===== src/rtl/seq_loader.sv =====
// Sequence loader ahead of the alignment generator: buffers sequences A and B, drives start, latches the result.
// Optional build macro SEQ_LOADER_CYCLE_COUNT_EN enables the run_cycles counter (otherwise tied to 0).
module seq_loader #(
    parameter int SYM_W   = 2,
    parameter int MAX_LEN = 64,
    parameter int LEN_W   = 7
) (
    input  logic             clk,
    input  logic             reset,
    input  logic             in_valid,
    output logic             in_ready,
    input  logic [SYM_W-1:0] in_sym,
    input  logic             in_last,
    output logic [LEN_W-1:0] len_a,
    output logic [LEN_W-1:0] len_b,
    input  logic [LEN_W-1:0] rd_addr_a,
    output logic [SYM_W-1:0] rd_data_a,
    input  logic [LEN_W-1:0] rd_addr_b,
    output logic [SYM_W-1:0] rd_data_b,
    output logic             gen_start,
    input  logic             gen_finish,
    input  logic [31:0]      gen_solution,
    output logic [31:0]      result,
    output logic             result_valid,
    input  logic             result_ack,
    output logic             ovf,
    output logic [31:0]      run_cycles,
    output logic [1:0]       dbg_state
);

    localparam int AW = (MAX_LEN > 1) ? $clog2(MAX_LEN) : 1;
    localparam logic [LEN_W-1:0] MAX_LEN_L = LEN_W'(MAX_LEN);
    localparam logic [LEN_W-1:0] ONE_L     = LEN_W'(1);

    typedef enum logic [1:0] {
        LOAD_A = 2'd0,
        LOAD_B = 2'd1,
        RUN    = 2'd2,
        DONE   = 2'd3
    } state_t;

    state_t           state_q, state_d;
    logic [LEN_W-1:0] len_a_q, len_a_d, len_b_q, len_b_d;
    logic             ovf_q, ovf_d;
    logic             gen_start_q, gen_start_d;
    logic [31:0]      result_q, result_d;
    logic             result_valid_q, result_valid_d;
    logic [SYM_W-1:0] rd_data_a_q, rd_data_a_d, rd_data_b_q, rd_data_b_d;
    logic             wr_a, wr_b, xfer;

    logic [SYM_W-1:0] mem_a [MAX_LEN];
    logic [SYM_W-1:0] mem_b [MAX_LEN];

    // Stream handshake: a symbol moves on a rising edge where in_valid && in_ready;
    // in_ready is high exactly while loading A or B, and in_sym/in_last matter only on a transfer.
    assign in_ready = (state_q == LOAD_A) || (state_q == LOAD_B);
    assign xfer     = in_valid && in_ready;

    always_comb begin
        state_d        = state_q;
        len_a_d        = len_a_q;
        len_b_d        = len_b_q;
        ovf_d          = ovf_q;
        gen_start_d    = 1'b0;
        result_d       = result_q;
        result_valid_d = result_valid_q;
        wr_a           = 1'b0;
        wr_b           = 1'b0;
        case (state_q)
            LOAD_A: begin
                if (xfer) begin
                    // Beyond MAX_LEN the symbol is dropped but the transfer still completes.
                    if (len_a_q < MAX_LEN_L) begin
                        wr_a    = 1'b1;
                        len_a_d = len_a_q + ONE_L;
                    end else begin
                        ovf_d = 1'b1;
                    end
                    if (in_last) state_d = LOAD_B;
                end
            end
            LOAD_B: begin
                if (xfer) begin
                    if (len_b_q < MAX_LEN_L) begin
                        wr_b    = 1'b1;
                        len_b_d = len_b_q + ONE_L;
                    end else begin
                        ovf_d = 1'b1;
                    end
                    if (in_last) begin
                        state_d     = RUN;
                        gen_start_d = 1'b1;
                    end
                end
            end
            RUN: begin
                gen_start_d = 1'b1;
                if (gen_finish) begin
                    result_d       = gen_solution;
                    result_valid_d = 1'b1;
                    gen_start_d    = 1'b0;
                    state_d        = DONE;
                end
            end
            DONE: begin
                if (result_ack) begin
                    result_valid_d = 1'b0;
                    len_a_d        = '0;
                    len_b_d        = '0;
                    ovf_d          = 1'b0;
                    state_d        = LOAD_A;
                end
            end
            default: state_d = LOAD_A;
        endcase
        // Reads compare against the pre-edge length, so a same-edge write is never visible.
        rd_data_a_d = (rd_addr_a < len_a_q) ? mem_a[rd_addr_a[AW-1:0]] : '0;
        rd_data_b_d = (rd_addr_b < len_b_q) ? mem_b[rd_addr_b[AW-1:0]] : '0;
    end

    always_ff @(posedge clk) begin
        if (!reset) begin
            state_q        <= LOAD_A;
            len_a_q        <= '0;
            len_b_q        <= '0;
            ovf_q          <= 1'b0;
            gen_start_q    <= 1'b0;
            result_q       <= '0;
            result_valid_q <= 1'b0;
            rd_data_a_q    <= '0;
            rd_data_b_q    <= '0;
        end else begin
            state_q        <= state_d;
            len_a_q        <= len_a_d;
            len_b_q        <= len_b_d;
            ovf_q          <= ovf_d;
            gen_start_q    <= gen_start_d;
            result_q       <= result_d;
            result_valid_q <= result_valid_d;
            rd_data_a_q    <= rd_data_a_d;
            rd_data_b_q    <= rd_data_b_d;
        end
    end

    // Storage arrays keep their contents through reset.
    always_ff @(posedge clk) begin
        if (wr_a) mem_a[len_a_q[AW-1:0]] <= in_sym;
        if (wr_b) mem_b[len_b_q[AW-1:0]] <= in_sym;
    end

`ifdef SEQ_LOADER_CYCLE_COUNT_EN
    logic [31:0] run_cycles_q, run_cycles_d;

    always_comb begin
        run_cycles_d = run_cycles_q;
        if (state_q == RUN)      run_cycles_d = run_cycles_q + 32'd1;
        else if (state_d == RUN) run_cycles_d = '0;
    end

    always_ff @(posedge clk) begin
        if (!reset) run_cycles_q <= '0;
        else        run_cycles_q <= run_cycles_d;
    end

    assign run_cycles = run_cycles_q;
`else
    assign run_cycles = '0;
`endif

    assign len_a        = len_a_q;
    assign len_b        = len_b_q;
    assign ovf          = ovf_q;
    assign gen_start    = gen_start_q;
    assign result       = result_q;
    assign result_valid = result_valid_q;
    assign rd_data_a    = rd_data_a_q;
    assign rd_data_b    = rd_data_b_q;
    assign dbg_state    = state_q;

endmodule


===== config.mk =====
export PLATFORM = sky130hd
export DESIGN_NAME = seq_loader
export DESIGN_NICKNAME = d
export VERILOG_FILES = /design/src/rtl/seq_loader.sv
export SDC_FILE = /design/constraint.sdc
export NUM_CORES = 1
export LEC_CHECK = 0
export CAP_MARGIN = 15
export CORE_MARGIN = 5
export CORE_UTILIZATION = 30
export DETAILED_ROUTE_END_ITERATION = 16
export PLACE_DENSITY_LB_ADDON = 0.25
export SLEW_MARGIN = 20
export SYNTH_ARGS = -nofsm -noshare
export SYNTH_HDL_FRONTEND = slang
export SYNTH_SLANG_ARGS = --single-unit

===== constraint.sdc =====
create_clock -name clk -period 5.7 [get_ports clk]
set_input_delay 1.71 -clock clk [delete_from_list [all_inputs] [get_ports clk]]
set_output_delay 1.71 -clock clk [all_outputs]
set_load 0.05 [all_outputs]

# Word level (Yosys, flattened, before mapping)
# Memories as Yosys holds them, arrays and structs flattened. A register that Yosys moved wholly into a read port is not among the register bits.
# Index checks and enable logic that the tools add are counted.
[totals] ramBits=256 n_memories=2 reg_bits=51 output_inout_bits=88 input_bits=54
[memory_table] name="mem_a" words=64 width=2 read_ports=1 rd_ports_with_merged_regs=1 write_ports=1 line_no="51" rtl="logic [SYM_W-1:0] mem_a [MAX_LEN];"
[memory_table] name="mem_b" words=64 width=2 read_ports=1 rd_ports_with_merged_regs=1 write_ports=1 line_no="52" rtl="logic [SYM_W-1:0] mem_b [MAX_LEN];"
[classes] mux=36 order_cmp=4 reduce_logical=17 n_eq_ne=13 addsub=2
[op_table] op="$mux 7" count=5
[op_table] op="$pmux 7 s2" count=2
[op_table] op="$mux 1" count=19
[op_table] op="$ne 2x2->1 const B" count=8
[op_table] op="$add 7x1->7 const B" count=2
[op_table] op="$lt 7x7->1" count=2
[op_table] op="$lt 7x7->1 const B" count=2
[op_table] op="$mux 2" count=6
[op_table] op="$reduce_and 6->1" count=2
[op_table] op="$pmux 2 s4" count=1
[op_table] op="$reduce_and 4->1" count=2
[op_table] op="$reduce_and 2->1" count=3
[op_table] op="$reduce_bool 2->1" count=3
[op_table] op="$eq 2x2->1 const B" count=2
[op_table] op="$ne 2x1->1 const B" count=2
[op_table] op="$pmux 1 s2" count=2
[op_table] op="$pmux 1 s3" count=1
[op_table] op="$reduce_and 3->1" count=1
[op_table] op="$reduce_bool 3->1" count=1
[op_table] op="$eq 2x1->1 const B" count=1
[op_table] op="$logic_not 1->1" count=2
[op_table] op="$logic_not 2->1" count=1
[op_table] op="$logic_and 1x1->1" count=1
[op_table] op="$logic_or 1x1->1" count=1

# Depth between registers and ports, before layout
# Gate-level depths: netlist of the first run.
[logic_depth] ltp_word=7 depth_mapped=9 depth_no_buf=8

# Worst setup path after synthesis of the first run
# No wires, ideal clock.
[synth_timing] kind="input -> register" start="input rd_addr_a[2]" end="register rd_data_a_q[0] (netlist: rd_data_a[0]) (read register of mem_a)" required_time_ns=5.578 stages=7 slack_ns=2.325 arrival_time_ns=3.253 n_path_buf=3 path_cell_list="buf_4 buf_2 buf_2 mux4_2 mux4_2 a21oi_1 nor3_1"
[synth_between] elab_chain_cells=3
[synth_rtl] element="from (decl)" line_no="16" rtl="input logic [LEN_W-1:0] rd_addr_a,"
[synth_rtl] element="$lt 7x7->1" line_no="117" rtl="rd_data_a_d = (rd_addr_a < len_a_q) ? mem_a[rd_addr_a[AW-1:0]] : '0;"
[synth_rtl] element="$reduce_and 2->1 (no source line)"
[synth_rtl] element="$logic_not 1->1 (no source line)"
[synth_rtl] element="to (decl)" line_no="48" rtl="logic [SYM_W-1:0] rd_data_a_q, rd_data_a_d, rd_data_b_q, rd_data_b_d;"
# Several ways; a longest one is shown, not always the timed one.
# A chain may end at the register's enable or synchronous reset.

# Worst setup path in the final report of the first run
[layout_timing] start="register state_q[1] (netlist: dbg_state[1])" end="output in_ready"
[layout_between] elab_chain_cells=2 elab_cells_between_ends=3 cone_classes="eq/ne: 1; reduce/logical: 2"
[layout_rtl] element="from (decl)" line_no="42" rtl="state_t state_q, state_d;"
[layout_rtl] element="from (signal assigned)" line_no="133" rtl="state_q <= state_d;"
[layout_rtl] element="$eq 2x1->1 / $logic_not 2->1 (equally long branches)" line_no="56" rtl="assign in_ready = (state_q == LOAD_A) || (state_q == LOAD_B);"
[layout_rtl] element="$logic_or 1x1->1 *" line_no="56"
[layout_rtl] element="to (decl)" line_no="11" rtl="output logic in_ready,"
# Every way passes the cells marked *; elsewhere a longest branch is shown, timed or not.

==> impl_metrics.yaml, run 1 <==
floorplan:
  die-height_um: 220
  start_util_pct: 30.5
  fp-row-count: 76
  die_area_um2: 48300
  io_pins: 142
  die_x_um: 220
  core_um2: 43300
cts:
  numCtsBuffers: 36
  holdBufCountCts: 0
  htreeDepth: 2
  clock_sinks: 311
  cts-root-buf: "clkbuf_16"
  cts_tree: "built"
  insertion_delay_ns: 0.54
  clk_pin_slew_ns: 0.06
  cts_setup_buffers: 0
  post_cts_resized: 0
  clockBufferDepth: 3
timing:
  finalCritPeriodShare_pct: 72.1
  clock_skew_ns: 0.0250
  slew_headroom_pct: 37.0
  rsz0062_at_grt: "false"
  drv_slew: 0
  layout_setup_ws_ns: 1.59
  worst_slew_pin_slew_ns: 0.945
  finalHoldViolCount: 0
  setup_viol: 0
  fin_crit_ns: 4.11
  fin_setup_tns_ns: 0
  fmax_mhz: 243
yosys:
  synth.area.top_cells: "edfxtp_1 58%, mux4_2 10%, dfxtp_1 8.3%"
  yosys_warnings: 0
  synth_edf_count: 256
  yosysUniqueCellTypes: 45
  syn_area_per_cell_um2: 14.2
  yosysTopAreaCellShare_pct: 58.2
  ys_seq_elements: 311
  syn_inst: 930
  synth_top_area_cell: "edfxtp_1"
  yosys.area_share.adder_pct: 1.90
  synth_compound_area_share_pct: 4.61
  synth_top_family_by_area: "multiplexers"
  yosys-mux-area-fraction_pct: 12.2
  yosysSeqAreaShare_pct: 66.6
  synthFlopType: "edfxtp_1"
  async_reset_ff_share_pct: 0
  synth-xor-area-share_pct: 0.796
  synthSimpleGateAreaFrac_pct: 10.1
  synthesis.area_um2: 13200
power:
  power.leakage_nw: 5.04
  peakVddDrop_uv: 203
  p_per_area_nw_per_um2: 347
global_route:
  grt_pass1_vias: 8198
  grtUsageTotal_pct: 13.0
  overflow: 0
  antenna_found_initial: 1
  grt_max_degree: 86
  grt_pass1_wl_um: 48600
drt:
  wirelength_um: 31400
  wire_per_inst_um: 18.9
  vias: 7819
  ant_nets: 0
  dr.pass1.iters: 5
  vias_per_cell: 4.71
  dr.first_iter.drc_count: 575
  remaining_drc_errors: 0
final_layout:
  stdcell_count: 1661
  design_area_um2: 15900
  area_delta_synth_final_pct: 20.4
  finalNetCount: 1123
  drive_gt1_share_pct: 12.5
critical_path:
  crit_path_end_kind: "output port"
  cp.required_ns: 3.99
  crit_path_cell_trace: "inv_1 -> ha_1 -> or2_2 -> clkdlybuf4s50_1"
  critPathMaxStageDelay_ns: 0.73
  critPathKind: "flop to output port"
  cp_slowest_cell: "clkdlybuf4s50_1"
  crit_path_max_fanout: 6
  cp-start-kind: "flop"
  crit_arrival_ns: 2.40
placed_design:
  dpl-instance-area_um2: 14800
  place_ws_ns: 1.59
  gp_congestion: 0.742
  place_inst: 1596
  hpwlAfterDp_um: 20900
  port_buffers: 109
min_path:
  min_path_type: "flop to flop"
run:
  max_cap_viol_count: 0
run_status:
  status: "finished clean"
-- layout make-up --
class / count / area, um2
well taps: 585 / 732
clock inverters: 19 / 136
clock buffers: 45 / 976
flip-flops and latches: 311 / 8790
repair buffers: 119 / 1140
multi-input cells: 558 / 4030
inverters: 23 / 86.3
fillers: 4148 / 27400
diodes: 1 / 2.50
-- layer usage --
layer,vias to the layer above,global-route usage (%),routed length [um]
li1,3613,-,-
met2,188,22.3,15700
met1,3970,16.6,13600
met5,-,0,0
met4,0,4.12,698
met3,48,2.90,1490
-- per-stage QoR --
stage | hold WS, ns | power [mW] | utilization [%]
final | 0.451 | 5.51 | 36.7
after detailed placement | 0.448 | 3.40 | 34.1
after global placement | 0.443 | 3.40 | 34.1
after global routing | 0.477 | 5.73 | 36.7
after CTS | 0.456 | 5.59 | 36.7
after floorplan | 0.675 | 3.13 | -
-- synth_stat cells, types with 20 or more instances --
cell / count
nand3_1: 20
buf_4: 34
nor2_1: 162
mux4_2: 60
inv_1: 22
ha_1: 20
a21oi_1: 24
edfxtp_1: 256
a21boi_0: 24
mux2i_1: 23
nand2_1: 99
dfxtp_1: 55
-- where the power goes --
part / switching, mW / internal [mW] / leakage (nW)
registers: 0.0487 / 2.52 / 2.75
clock network: 0.901 / 1.27 / 0.551
logic: 0.522 / 0.257 / 1.74
total: 1.47 / 4.04 / 5.04
-- layout by cell type (no fill, tap or decap), types with 7 or more instances in the layout --
cell / instances
edfxtp_1: 256
nor2_1: 162
clkdlybuf4s50_1: 103
nand2_1: 99
mux4_2: 60
dfxtp_1: 55
clkbuf_16: 37
conb_1: 32
a21oi_1: 24
a21boi_0: 24
mux2i_1: 23
inv_1: 22
nand3_1: 20
ha_1: 20
xnor2_1: 12
buf_4: 12
nor2b_1: 11
nor3_1: 11
a2111oi_0: 9
nand2b_1: 8
clkinv_2: 8
a211oi_1: 7
-- kinds of logic (layout without fill, tap and decap cells) --
group	count (synthesis)	count (layout)
XOR/XNOR	12	12
buffers and inverters	92	206
AO/OA/AOI/OAI	87	87
adder cells (fa/ha/maj)	20	20
flip-flops	311	311
multiplexers	84	84
other	1	33
AND/OR/NAND/NOR	323	323
-- registers in the layout, indices dropped and copies added, names as in the netlist --
signal        flops
mem_a           128
mem_b           128
result           32
len_a             7
len_b             7
dbg_state         2
rd_data_a         2
rd_data_b         2
gen_start         1
ovf               1
result_valid      1
-- path summary, 6_finish.rpt --
path                              startpoint           end  slack (ns)  cells past startpoint
worst max-delay path            dbg_state[1]      in_ready        1.59                      4
worst min-delay path               result[2]     result[2]        0.45                      2
worst max register to register  dbg_state[1]  mem_b[15][0]        3.40                      6
worst min register to register     result[2]     result[2]        0.45                      2
-- worst max-delay path, delay by kind of cell, from the launching register on --
kind	cells	cell delay [ns]
flops	1	0.44
simple gates	1	0.33
buf+inv	2	0.85
fa+ha+maj	1	0.24
Power figures use the tool's default switching activity.
==> run 2: changes to the inputs <==
==> constraint.sdc (replaced) <==
create_clock -name clk -period 3.3 [get_ports clk]
set_input_delay 0.99 -clock clk [delete_from_list [all_inputs] [get_ports clk]]
set_output_delay 0.99 -clock clk [all_outputs]
set_load 0.05 [all_outputs]
==> run 2 against run 1 <==
Compared with the run above:
- core utilization increased by 0.78 points
- first-iteration DRC count is 28% lower
- die area unchanged
- count of clock-buffer cells in the layout decreased by 1
- routed wire length grew 2.1%
- clock skew decreased by 0.0016 ns
- register-to-register slack got worse by 2.2 ns
- highest routed layer unchanged
==> impl_metrics.yaml, run 2 (synthesis gave the netlist of run 1 again) <==
global_route:
  grtUsageTotal_pct: 13.3
  antenna_found_initial: 0
  overflow: 0
  grt_max_degree: 47
  grt_pass1_wl_um: 49300
  grt_pass1_vias: 8196
drt:
  wirelength_um: 32100
  vias: 7822
  vias_per_cell: 4.63
  wire_per_inst_um: 19.0
  dr.pass1.iters: 5
  ant_nets: 0
  remaining_drc_errors: 0
  dr.first_iter.drc_count: 413
floorplan:
  fp-row-count: 76
  die-height_um: 220
  die_area_um2: 48300
  core_um2: 43300
  die_x_um: 220
  start_util_pct: 30.5
  io_pins: 142
final_layout:
  design_area_um2: 16200
  finalNetCount: 1149
  fillCellCount: 4145
  stdcell_count: 1688
  layout_commonest_cell: "edfxtp_1"
  seq_area_um2: 8790
  area_delta_synth_final_pct: 22.9
  drive_gt1_share_pct: 14.3
  most-common-layout-cells: "256 x edfxtp_1, 162 x nor2_1, 102 x clkdlybuf4s50_1"
  insertedDiodeCount: 0
  multi_input_area_um2: 4020
timing:
  setup_viol: 0
  rsz0062_at_grt: "false"
  finalHoldViolCount: 0
  fin_crit_ns: 3.07
  worst_slew_pin_slew_ns: 0.630
  clock_skew_ns: 0.0234
  slew_headroom_pct: 57.8
  fmax_mhz: 325
  drv_slew: 0
  finalCritPeriodShare_pct: 93.2
  layout_setup_ws_ns: 0.226
  fin_setup_tns_ns: 0
critical_path:
  crit_path_cell_trace: "inv_1 -> ha_1 -> or2_2 -> dlygate4sd2_1"
  cp.required_ns: 2.31
  crit_family: "buffers and inverters"
  crit_cells: 4
  crit_arrival_ns: 2.08
  r2r_setup_slack_ns: 1.18
  cp_slowest_cell: "dlygate4sd2_1"
  critPathKind: "flop to output port"
  cp-start-kind: "flop"
  r2r_cells: 6
  critPathMaxStageDelay_ns: 0.44
  crit_path_max_fanout: 6
  worst-path-buf-inv: 2
  crit_path_end_kind: "output port"
placed_design:
  dpl-instance-area_um2: 15100
  gp_congestion: 0.740
  port_buffers: 109
  place_ws_ns: 0.325
  hpwlAfterDp_um: 22000
  place_inst: 1622
power:
  p_per_area_nw_per_um2: 603
  netSwitchingFraction_pct: 26.7
  switching_power_mw: 2.61
  p_clk_share_pct: 40.4
  p_seq_share_pct: 45.2
  peakVddDrop_uv: 268
  pwr-share-comb_pct: 14.4
  power.leakage_nw: 5.22
  design_power_total_mw: 9.79
  internal-power_mw: 7.18
cts:
  insertion_delay_ns: 0.55
  cts_tree: "built"
  clk_pin_slew_ns: 0.06
  cts-root-buf: "clkbuf_16"
  clockBufferDepth: 3
  cts_setup_buffers: 0
  clock_sinks: 311
  htreeDepth: 2
  numCtsBuffers: 36
run_status:
  status: "finished clean"
run:
  max_cap_viol_count: 0
min_path:
  hold_path_depth: 2
  min_path_type: "flop to flop"
run 2: path summary, 6_finish.rpt:
path | endpoint | startpoint
max | in_ready | dbg_state[1]
min | result[2] | result[2]
max reg2reg | mem_a[47][0] | dbg_state[0]
min reg2reg | result[2] | result[2]
run 2: final cells by class:
class	count	share of cell area [%]
multi-input cells	558	24.8
flip-flops and latches	311	54.2
clock buffers	44	5.74
well taps	585	4.51
repair buffers	145	8.77
clock inverters	22	1.48
inverters	23	0.532
run 2: power by group through the flow:
| stage | Sequential (mW) | Combinational [mW] | Clock [mW] |
|---|---|---|---|
| floorplan | 4.75 | 0.660 | 0 |
| CTS | 4.43 | 1.43 | 4.07 |
| detailed placement | 4.51 | 1.43 | 0 |
| global route | 4.44 | 1.52 | 4.25 |
| global placement | 4.51 | 1.43 | 0 |
| finish | 4.42 | 1.41 | 3.96 |
run 2: tightest hold or removal path: stages, from the launching register on:
cell and delay [ns]:
dfxtp_1 0.31, nand2_1 0.05, a21oi_1 0.05
run 2: metal layers:
layer  routed length, um  track usage (%)
met3                1870             2.93
met2               15900             22.4
met4                 739             4.10
met1               13600             17.3
met5                   0                0
run 2: repair_timing:
item                       4_1_cts  5_1_grt
gates resized for setup          1        0
hold buffers                     0        0
setup endpoints to repair        1        0
run 2: stage by stage:
| step | hold slack [ns] | util [%] |
|---|---|---|
| after global placement | 0.444 | 34.8 |
| final | 0.456 | 37.5 |
| after floorplan | 0.675 | - |
| after global routing | 0.478 | 37.5 |
| after CTS | 0.458 | 37.5 |
| after detailed placement | 0.449 | 34.8 |
